$ cat src/rtl/uart_wishbone_bridge_if.sv
// Purpose: bundles the UART rx/tx byte streams, the Wishbone classic master bus and busy status.
// Latency: none, wires only.
// Backpressure: rx uses valid/ready, tx uses valid/ready, Wishbone uses ack/err termination.
interface uart_wishbone_bridge_if #(
    parameter int ADDR_WIDTH = 30
);
    logic [7:0]            rx_data;
    logic                  rx_valid;
    logic                  rx_ready;
    logic [7:0]            tx_data;
    logic                  tx_valid;
    logic                  tx_ready;
    logic [ADDR_WIDTH-1:0] wb_adr;
    logic [31:0]           wb_dat_w;
    logic [31:0]           wb_dat_r;
    logic [3:0]            wb_sel;
    logic                  wb_cyc;
    logic                  wb_stb;
    logic                  wb_we;
    logic                  wb_ack;
    logic                  wb_err;
    logic                  busy;

    // Bridge side.
    modport master (
        input  rx_data, rx_valid,
        output rx_ready,
        output tx_data, tx_valid,
        input  tx_ready,
        output wb_adr, wb_dat_w, wb_sel, wb_cyc, wb_stb, wb_we,
        input  wb_dat_r, wb_ack, wb_err,
        output busy
    );

    // Environment side: UART PHY plus the interconnect.
    modport slave (
        output rx_data, rx_valid,
        input  rx_ready,
        input  tx_data, tx_valid,
        output tx_ready,
        input  wb_adr, wb_dat_w, wb_sel, wb_cyc, wb_stb, wb_we,
        output wb_dat_r, wb_ack, wb_err,
        input  busy
    );
endinterface

$ cat src/rtl/uart_wishbone_bridge.sv
// Purpose: decodes CMD/LEN/ADDR[/DATA] byte frames into Wishbone classic word reads/writes, replies to reads MSB first.
// Latency: bus cycle starts the clk after the last byte of a word; a 0-wait ack ends it after 1 clk.
// Backpressure: rx_ready drops during bus and reply phases; waits indefinitely on ack/err and tx_ready.
module uart_wishbone_bridge #(
    parameter int ADDR_WIDTH     = 30,
    parameter int TIMEOUT_CYCLES = 1000000,
    parameter int TIMEOUT_WIDTH  = 20
) (
    input logic                    clk,
    input logic                    rst,
    uart_wishbone_bridge_if.master bus
);

    typedef enum logic [2:0] {
        IDLE   = 3'd0,
        LEN    = 3'd1,
        ADDR   = 3'd2,
        WDATA  = 3'd3,
        WB_WR  = 3'd4,
        WB_RD  = 3'd5,
        TXBYTE = 3'd6
    } state_t;

    localparam logic [7:0]               CMD_WR   = 8'h01;
    localparam logic [7:0]               CMD_RD   = 8'h02;
    localparam logic [TIMEOUT_WIDTH-1:0] TMO_LAST = TIMEOUT_WIDTH'(TIMEOUT_CYCLES - 1);

    state_t                  state_q;
    logic                    cmd_wr_q;    // frame is a write
    logic [7:0]              cnt_q;       // words still to transfer
    logic [1:0]              idx_q;       // byte index within address / data word / reply word
    logic [ADDR_WIDTH-1:0]   adr_q;       // address bytes shift straight in; bus is idle then
    logic [31:0]             dat_w_q;
    logic [23:0]             rd_q;        // reply bytes not yet presented on tx
    logic [7:0]              tx_data_q;
    logic                    rx_ready_q;
    logic                    tx_valid_q;
    logic                    cyc_q;
    logic                    we_q;
    logic [3:0]              sel_q;
    logic [TIMEOUT_WIDTH-1:0] tmo_q;

    logic                    rx_fire;
    logic                    tx_fire;
    logic                    bus_done;
    logic                    rx_phase;
    logic [ADDR_WIDTH-1:0]   adr_shift_d;
    logic [ADDR_WIDTH-1:0]   adr_inc_d;
    logic [31:0]             dat_shift_d;
    logic [31:0]             rd_word_d;
    logic [7:0]              cnt_dec_d;

    assign rx_fire     = bus.rx_valid & rx_ready_q;
    assign tx_fire     = tx_valid_q & bus.tx_ready;
    // err wins over a simultaneous ack.
    assign bus_done    = cyc_q & (bus.wb_ack | bus.wb_err);
    assign rx_phase    = (state_q == LEN) || (state_q == ADDR) || (state_q == WDATA);
    assign adr_shift_d = ADDR_WIDTH'({adr_q, bus.rx_data});
    assign adr_inc_d   = adr_q + ADDR_WIDTH'(1);
    assign dat_shift_d = {dat_w_q[23:0], bus.rx_data};
    assign rd_word_d   = bus.wb_err ? 32'h0000_0000 : bus.wb_dat_r;
    assign cnt_dec_d   = cnt_q - 8'd1;

    assign bus.rx_ready = rx_ready_q;
    assign bus.tx_data  = tx_data_q;
    assign bus.tx_valid = tx_valid_q;
    assign bus.wb_adr   = adr_q;
    assign bus.wb_dat_w = dat_w_q;
    assign bus.wb_sel   = sel_q;
    assign bus.wb_cyc   = cyc_q;
    assign bus.wb_stb   = cyc_q;
    assign bus.wb_we    = we_q;
    assign bus.busy     = (state_q != IDLE);

    // Frame decoder, bus master and reply serialiser; all outputs registered.
    always_ff @(posedge clk) begin
        if (rst) begin
            state_q    <= IDLE;
            cmd_wr_q   <= 1'b0;
            cnt_q      <= '0;
            idx_q      <= '0;
            adr_q      <= '0;
            dat_w_q    <= '0;
            rd_q       <= '0;
            tx_data_q  <= '0;
            rx_ready_q <= 1'b1;
            tx_valid_q <= 1'b0;
            cyc_q      <= 1'b0;
            we_q       <= 1'b0;
            sel_q      <= '0;
            tmo_q      <= '0;
        end else begin
            case (state_q)
                IDLE: begin
                    if (rx_fire && (bus.rx_data == CMD_WR || bus.rx_data == CMD_RD)) begin
                        cmd_wr_q <= (bus.rx_data == CMD_WR);
                        state_q  <= LEN;
                    end
                end
                LEN: begin
                    if (rx_fire) begin
                        cnt_q   <= bus.rx_data;
                        idx_q   <= '0;
                        state_q <= ADDR;
                    end
                end
                ADDR: begin
                    if (rx_fire) begin
                        adr_q <= adr_shift_d;
                        idx_q <= idx_q + 2'd1;
                        if (idx_q == 2'd3) begin
                            if (cnt_q == 8'd0) begin
                                state_q <= IDLE;
                            end else if (cmd_wr_q) begin
                                state_q <= WDATA;
                            end else begin
                                state_q    <= WB_RD;
                                rx_ready_q <= 1'b0;
                                cyc_q      <= 1'b1;
                                we_q       <= 1'b0;
                                sel_q      <= 4'hF;
                            end
                        end
                    end
                end
                WDATA: begin
                    if (rx_fire) begin
                        dat_w_q <= dat_shift_d;
                        idx_q   <= idx_q + 2'd1;
                        if (idx_q == 2'd3) begin
                            state_q    <= WB_WR;
                            rx_ready_q <= 1'b0;
                            cyc_q      <= 1'b1;
                            we_q       <= 1'b1;
                            sel_q      <= 4'hF;
                        end
                    end
                end
                WB_WR: begin
                    if (bus_done) begin
                        cyc_q      <= 1'b0;
                        we_q       <= 1'b0;
                        sel_q      <= '0;
                        adr_q      <= adr_inc_d;
                        cnt_q      <= cnt_dec_d;
                        idx_q      <= '0;
                        rx_ready_q <= 1'b1;
                        state_q    <= (cnt_q == 8'd1) ? IDLE : WDATA;
                    end
                end
                WB_RD: begin
                    if (bus_done) begin
                        cyc_q      <= 1'b0;
                        sel_q      <= '0;
                        adr_q      <= adr_inc_d;
                        cnt_q      <= cnt_dec_d;
                        idx_q      <= '0;
                        tx_valid_q <= 1'b1;
                        tx_data_q  <= rd_word_d[31:24];
                        rd_q       <= rd_word_d[23:0];
                        state_q    <= TXBYTE;
                    end
                end
                TXBYTE: begin
                    if (tx_fire) begin
                        idx_q <= idx_q + 2'd1;
                        if (idx_q == 2'd3) begin
                            tx_valid_q <= 1'b0;
                            if (cnt_q == 8'd0) begin
                                state_q    <= IDLE;
                                rx_ready_q <= 1'b1;
                            end else begin
                                state_q <= WB_RD;
                                cyc_q   <= 1'b1;
                                sel_q   <= 4'hF;
                            end
                        end else begin
                            tx_data_q <= rd_q[23:16];
                            rd_q      <= {rd_q[15:0], 8'h00};
                        end
                    end
                end
                default: begin
                    state_q <= IDLE;
                end
            endcase

            // Inter-byte timeout: only while waiting for frame bytes; overrides the state above.
            if (rx_phase) begin
                if (rx_fire) begin
                    tmo_q <= '0;
                end else if (tmo_q == TMO_LAST) begin
                    tmo_q   <= '0;
                    state_q <= IDLE;
                end else begin
                    tmo_q <= tmo_q + TIMEOUT_WIDTH'(1);
                end
            end else begin
                tmo_q <= '0;
            end
        end
    end

endmodule

$ cat src/flat_wrapper.sv
// flat-port wrapper written by rule: the top's interface ports become plain ports
module uart_wishbone_bridge_flat 
#(
    parameter int ADDR_WIDTH     = 30,
    parameter int TIMEOUT_CYCLES = 1000000,
    parameter int TIMEOUT_WIDTH  = 20
)
  (clk, rst, bus_rx_data, bus_rx_valid, bus_rx_ready, bus_tx_data, bus_tx_valid, bus_tx_ready, bus_wb_adr, bus_wb_dat_w, bus_wb_sel, bus_wb_cyc, bus_wb_stb, bus_wb_we, bus_wb_dat_r, bus_wb_ack, bus_wb_err, bus_busy);
  uart_wishbone_bridge_if #(.ADDR_WIDTH(ADDR_WIDTH)) bus_i ();
  input logic clk;
  input logic rst;
  input wire logic [$bits(bus_i.rx_data)-1:0] bus_rx_data;
  input wire logic [$bits(bus_i.rx_valid)-1:0] bus_rx_valid;
  output wire logic [$bits(bus_i.rx_ready)-1:0] bus_rx_ready;
  output wire logic [$bits(bus_i.tx_data)-1:0] bus_tx_data;
  output wire logic [$bits(bus_i.tx_valid)-1:0] bus_tx_valid;
  input wire logic [$bits(bus_i.tx_ready)-1:0] bus_tx_ready;
  output wire logic [$bits(bus_i.wb_adr)-1:0] bus_wb_adr;
  output wire logic [$bits(bus_i.wb_dat_w)-1:0] bus_wb_dat_w;
  output wire logic [$bits(bus_i.wb_sel)-1:0] bus_wb_sel;
  output wire logic [$bits(bus_i.wb_cyc)-1:0] bus_wb_cyc;
  output wire logic [$bits(bus_i.wb_stb)-1:0] bus_wb_stb;
  output wire logic [$bits(bus_i.wb_we)-1:0] bus_wb_we;
  input wire logic [$bits(bus_i.wb_dat_r)-1:0] bus_wb_dat_r;
  input wire logic [$bits(bus_i.wb_ack)-1:0] bus_wb_ack;
  input wire logic [$bits(bus_i.wb_err)-1:0] bus_wb_err;
  output wire logic [$bits(bus_i.busy)-1:0] bus_busy;
  assign bus_i.rx_data = bus_rx_data;
  assign bus_i.rx_valid = bus_rx_valid;
  assign bus_rx_ready = bus_i.rx_ready;
  assign bus_tx_data = bus_i.tx_data;
  assign bus_tx_valid = bus_i.tx_valid;
  assign bus_i.tx_ready = bus_tx_ready;
  assign bus_wb_adr = bus_i.wb_adr;
  assign bus_wb_dat_w = bus_i.wb_dat_w;
  assign bus_wb_sel = bus_i.wb_sel;
  assign bus_wb_cyc = bus_i.wb_cyc;
  assign bus_wb_stb = bus_i.wb_stb;
  assign bus_wb_we = bus_i.wb_we;
  assign bus_i.wb_dat_r = bus_wb_dat_r;
  assign bus_i.wb_ack = bus_wb_ack;
  assign bus_i.wb_err = bus_wb_err;
  assign bus_busy = bus_i.busy;
  uart_wishbone_bridge #(.ADDR_WIDTH(ADDR_WIDTH), .TIMEOUT_CYCLES(TIMEOUT_CYCLES), .TIMEOUT_WIDTH(TIMEOUT_WIDTH)) u_core (.clk(clk), .rst(rst), .bus(bus_i));
endmodule
$ cat config.mk
export PLATFORM = sky130hd
export DESIGN_NAME = uart_wishbone_bridge_flat
export DESIGN_NICKNAME = d
export VERILOG_FILES = /design/src/rtl/uart_wishbone_bridge_if.sv /design/src/rtl/uart_wishbone_bridge.sv /design/src/flat_wrapper.sv
export SDC_FILE = /design/constraint.sdc
export NUM_CORES = 1
export LEC_CHECK = 0
export CORE_MARGIN = 10
export CORE_UTILIZATION = 30
export CTS_CLUSTER_DIAMETER = 150
export DETAILED_ROUTE_END_ITERATION = 7
export GPL_ROUTABILITY_DRIVEN = 0
export PLACE_DENSITY = 0.48
export SLEW_MARGIN = 30
export SYNTH_ARGS = -nofsm -noshare
export SYNTH_HDL_FRONTEND = slang
export SYNTH_SLANG_ARGS = --single-unit
$ cat constraint.sdc
create_clock -name clk -period 2.6 [get_ports clk]
set_input_delay 0.78 -clock clk [delete_from_list [all_inputs] [get_ports clk]]
set_output_delay 0.78 -clock clk [all_outputs]
set_load 0.02 [all_outputs]
# Yosys cells after proc, flatten, opt, wreduce, memory -nomap -nowiden
# Index checks and enable logic that the tools add are counted.
# op_classes
addsub,4
eq_ne,27
mux,74
bitwise_logic,5
n_reduce_logical,27
# ops
cell,count
$mux 24,3
$mux 30,2
$pmux 30 s2,1
$mux 3,16
$pmux 24 s2,1
$mux 4,10
$mux 8,5
$mux 32,1
$pmux 8 s2,2
$add 30x1->30 const B,1
$reduce_and 11->1,2
$mux 1,21
$pmux 3 s7,1
$add 20x1->20 const B,1
$eq 20x20->1 const B,1
$ne 2x1->1 const B,10
$eq 8x1->1 const B,2
$pmux 4 s4,1
$ne 2x2->1 const B,6
$reduce_bool 4->1,3
$mux 2,5
$eq 3x3->1 const B,3
$eq 8x2->1 const B,1
$logic_not 8->1,1
other kinds (24),37
# word_totals
ff_bits,136
input_bits,46
output_inout_bits,80

# Logic depth before layout (Yosys ltp)
# depth
depth_word,8
ltp_mapped,11

# Least setup slack after synthesis
# No wires, ideal clock.
# synth_path
kind,input to register
from,input port bus_wb_err
to,register u_core.adr_q[10] (netlist: u_core.bus.wb_adr[10])
setup_time_ns,0.132
t_arrival_ns,2.206
required_time_ns,2.468
slack_ns,0.262
path_stages,8
path_cell_list,buf_2 -> o21ai_0 -> nand2_1 -> and2_1 -> buf_2 -> clkbuf_1 -> o21ai_0 -> a21oi_1
# synth_via
elab_chain_cells,4
# synth_lines
item,line_no,rtl
from (decl),flat_wrapper.sv:26,input wire logic [$bits(bus_i.wb_err)-1:0] bus_wb_err;
$or 1x1->1,uart_wishbone_bridge.sv:56,assign bus_done = cyc_q & (bus.wb_ack | bus.wb_err);
$and 1x1->1,uart_wishbone_bridge.sv:56,
$ne 2x1->1 (no line),-,
$reduce_and 3->1 (no line),-,
to (signal assigned),uart_wishbone_bridge.sv:109,adr_q <= adr_shift_d;
to (signal assigned),uart_wishbone_bridge.sv:144,adr_q <= adr_inc_d;
to (signal assigned),uart_wishbone_bridge.sv:155,adr_q <= adr_inc_d;
to (decl),uart_wishbone_bridge.sv:32,logic [ADDR_WIDTH-1:0] adr_q;
# No other way between the ends.
# A chain may end at the register's enable or synchronous reset.

# Worst setup path in the final report
# layout_path
from,register u_core.state_q[0]
to,output port bus_busy
# layout_via
elab_chain_cells,1
# layout_lines
item,line_no,rtl
from (decl),uart_wishbone_bridge.sv:28,state_t state_q;
from (signal assigned),uart_wishbone_bridge.sv:148,state_q <= (cnt_q == 8'd1) ? IDLE : WDATA;
$reduce_bool 3->1,uart_wishbone_bridge.sv:73,assign bus.busy = (state_q != IDLE);
to (decl),flat_wrapper.sv:27,output wire logic [$bits(bus_i.busy)-1:0] bus_busy;
# No other way between the ends.

==> flow_summary.ini <==
[synthesis]
synth_top_cell_by_area = dfxtp_1
ys_types = 68
synth_top_area_share_pct = 39.37
synth_ff_type = dfxtp_1
synth_async_sr_flop_share_pct = 0
synth-seq-cells = 132
ys_seq_area_share_pct = 39.37
yosysWarnings = 0
synth-edff-count = 0
syn_avg_cell_area_um2 = 7.672
synthesis.nets = 929
syn_inst = 875
netlist_area_um2 = 6713
synthTopCellsByArea = dfxtp_1 39%, a21oi_1 6.6%, nand2_1 6.6%

[clock_network]
cts_tree = done
htreeDepth = 4
clockBufferDepth = 2
clock_sinks = 132
cts_buffers = 17
hold_buffers = 0
clk_latency_ns = 0.43
clk_pin_slew_ns = 0.06
root_buffer = clkbuf_16
cts_resized = 0
postCtsSetupBuffers = 0

[sta]
relSlewSlack_pct = 54.42
skew_ns = 0.01070
rsz0062_at_grt = no
setup-tns-final_ns = 0
hold_ws_ns = 0.4526
min_period_ns = 2.514
maxSlewViolCount = 0
worst_pin_slew_ns = 0.6774
finalCritPeriodShare_pct = 96.70
hold_viol_final = 0
finalSetupViolations = 0
fmaxAchievable_mhz = 397.7
layout_setup_ws_ns = 0.08568

[detailed_routing]
first_pass_iters = 5
vias = 6631
routedWlPerCell_um = 16.84
postRouteAntennaNets = 0
viasPerCell = 5.144
drtIter0Drc = 388
wl_um = 21700
drc = 0

[outcome]
status = finished, final reports clean

[die]
ios = 126
die_w_um = 169.6
die_area_um2 = 28760
rows = 54
core_um2 = 21890
fp.dieH_um = 169.6
initial_core_util_pct = 30.66

[grt]
grt_first_pass_wirelength_um = 35320
grt_pass1_vias = 6490
grt_max_degree = 45
overflow = 0
grtUsageTotal_pct = 14.94
antenna_found_initial = 0

[layout]
nets = 1052
layout_commonest_cell = dfxtp_1
syn2layout_area_growth_pct = 35.66
mostFrequentLayoutCells = 132 x dfxtp_1, 124 x clkdlybuf4s50_1, 118 x nand2_1
drive_above_1_share_pct = 9.217
antenna_cells = 0

[worst_setup_path]
endpoint_kind = primary output
max_stage_delay_ns = 0.59
reg2reg_from = u_core.bus.wb_adr[1]
crit_type = register to primary output
critPathRequiredTime_ns = 1.82
worstPathCellList = or3_1 > clkdlybuf4s50_1
path_buf_inv = 1
critPathTopFamily = buffers and inverters
worstPathArrival_ns = 1.73
slowest_stage = clkdlybuf4s50_1
startpoint = u_core.state_q[0]
start_kind = register
path_max_fanout = 2

[worst_hold_path]
hp-start = u_core.bus.wb_dat_w[29]
hp-class = register to register

[job]
maxCapViolCount = 0

[placement]
hpwlAfterDp_um = 15170
place_ws_ns = -0.01354
io_buffer_count = 125

[power_and_ir_drop]
total_power_w = 0.004787
vdd_drop_max_mv = 0.3888
p_leak_nw = 2.930
power_density_nw_per_um2 = 525.7
[logic make-up after synthesis]
group	after synthesis	share of synthesized area (%)
DFF	132	39.37
AOI/OAI and AO/OA	233	20.95
buffers and inverters	80	4.921
adders and majority gates	8	1.491
xor gates and xnor gates	19	2.479
muxes	6	0.9133
and+or+nand+nor	397	29.88
[power by group]
part | internal [W] | switching, W | total [W]
combinational | 0.0000928 | 0.0000808 | 0.000174
sequential | 0.00202 | 0.000000868 | 0.00202
clock | 0.00167 | 0.000920 | 0.00259
[synth_stat cells, types with 9 or more instances]
| library cell | n |
|---|---|
| a31oi_1 | 13 |
| o21ai_0 | 52 |
| nor2b_1 | 14 |
| and2_1 | 9 |
| nor2_1 | 83 |
| a211oi_1 | 35 |
| dfxtp_1 | 132 |
| nor3b_1 | 25 |
| nand3_1 | 41 |
| and3_1 | 10 |
| a21oi_1 | 89 |
| nor4_1 | 9 |
| nand2_1 | 118 |
| clkbuf_1 | 51 |
| nor3_1 | 35 |
| nand4_1 | 12 |
| xor2_1 | 13 |
[through the flow]
stage	cells	instance area (um2)	utilization (%)
after detailed placement	1259	8484	38.76
final	1289	9106	41.60
after floorplan	875	6713	-
after global placement	1259	8484	38.76
after global routing	1289	9106	41.60
after CTS	1289	9106	41.60
[path summary, 6_finish.rpt]
| check | slack, ns | to | cells past startpoint |
|---|---|---|---|
| worst max-delay path | 0.09 | bus_busy | 2 |
| worst min-delay path | 0.45 | u_core.bus.wb_dat_w[29] | 2 |
| worst max register to register | 0.28 | u_core.bus.wb_adr[20] | 7 |
| worst min register to register | 0.45 | u_core.bus.wb_dat_w[29] | 2 |
[worst min-delay path, stage by stage, from the launching register on]
cell     delay [ns]
dfxtp_1        0.31
nand2_1        0.05
a21oi_1        0.05
[per-layer routing]
| metal | part of all wire, % | wire length, um | GRT usage, % |
|---|---|---|---|
| met1 | 47 | 10170 | 19.35 |
| met2 | 45 | 9763 | 22.78 |
| met3 | 7.4 | 1612 | 5.373 |
| met4 | 0.73 | 159 | 4.390 |
| met5 | 0 | 0 | 0 |
[layout make-up]
type	instances	area [um2]
inverter	10	37.54
timing repair buffer	174	1704
sequential	132	2643
clock buffer	21	470.5
clock inverter	9	151.4
tap	280	350.3
fill	2258	12780
multi-input combinational	663	3750
[registers in the layout, indices dropped and copies added (netlist names)]
signal               cells
u_core.state_q           3
u_core.bus.rx_ready      1
u_core.bus.wb_adr       30
u_core.rd_q             24
u_core.bus.tx_valid      1
u_core.cnt_q             8
u_core.idx_q             2
u_core.bus.wb_we         1
u_core.bus.wb_dat_w     32
u_core.cmd_wr_q          1
u_core.bus.tx_data       8
u_core.tmo_q            20
u_core.bus.wb_sel        1
Note: power is estimated with default switching activity, not from simulation.
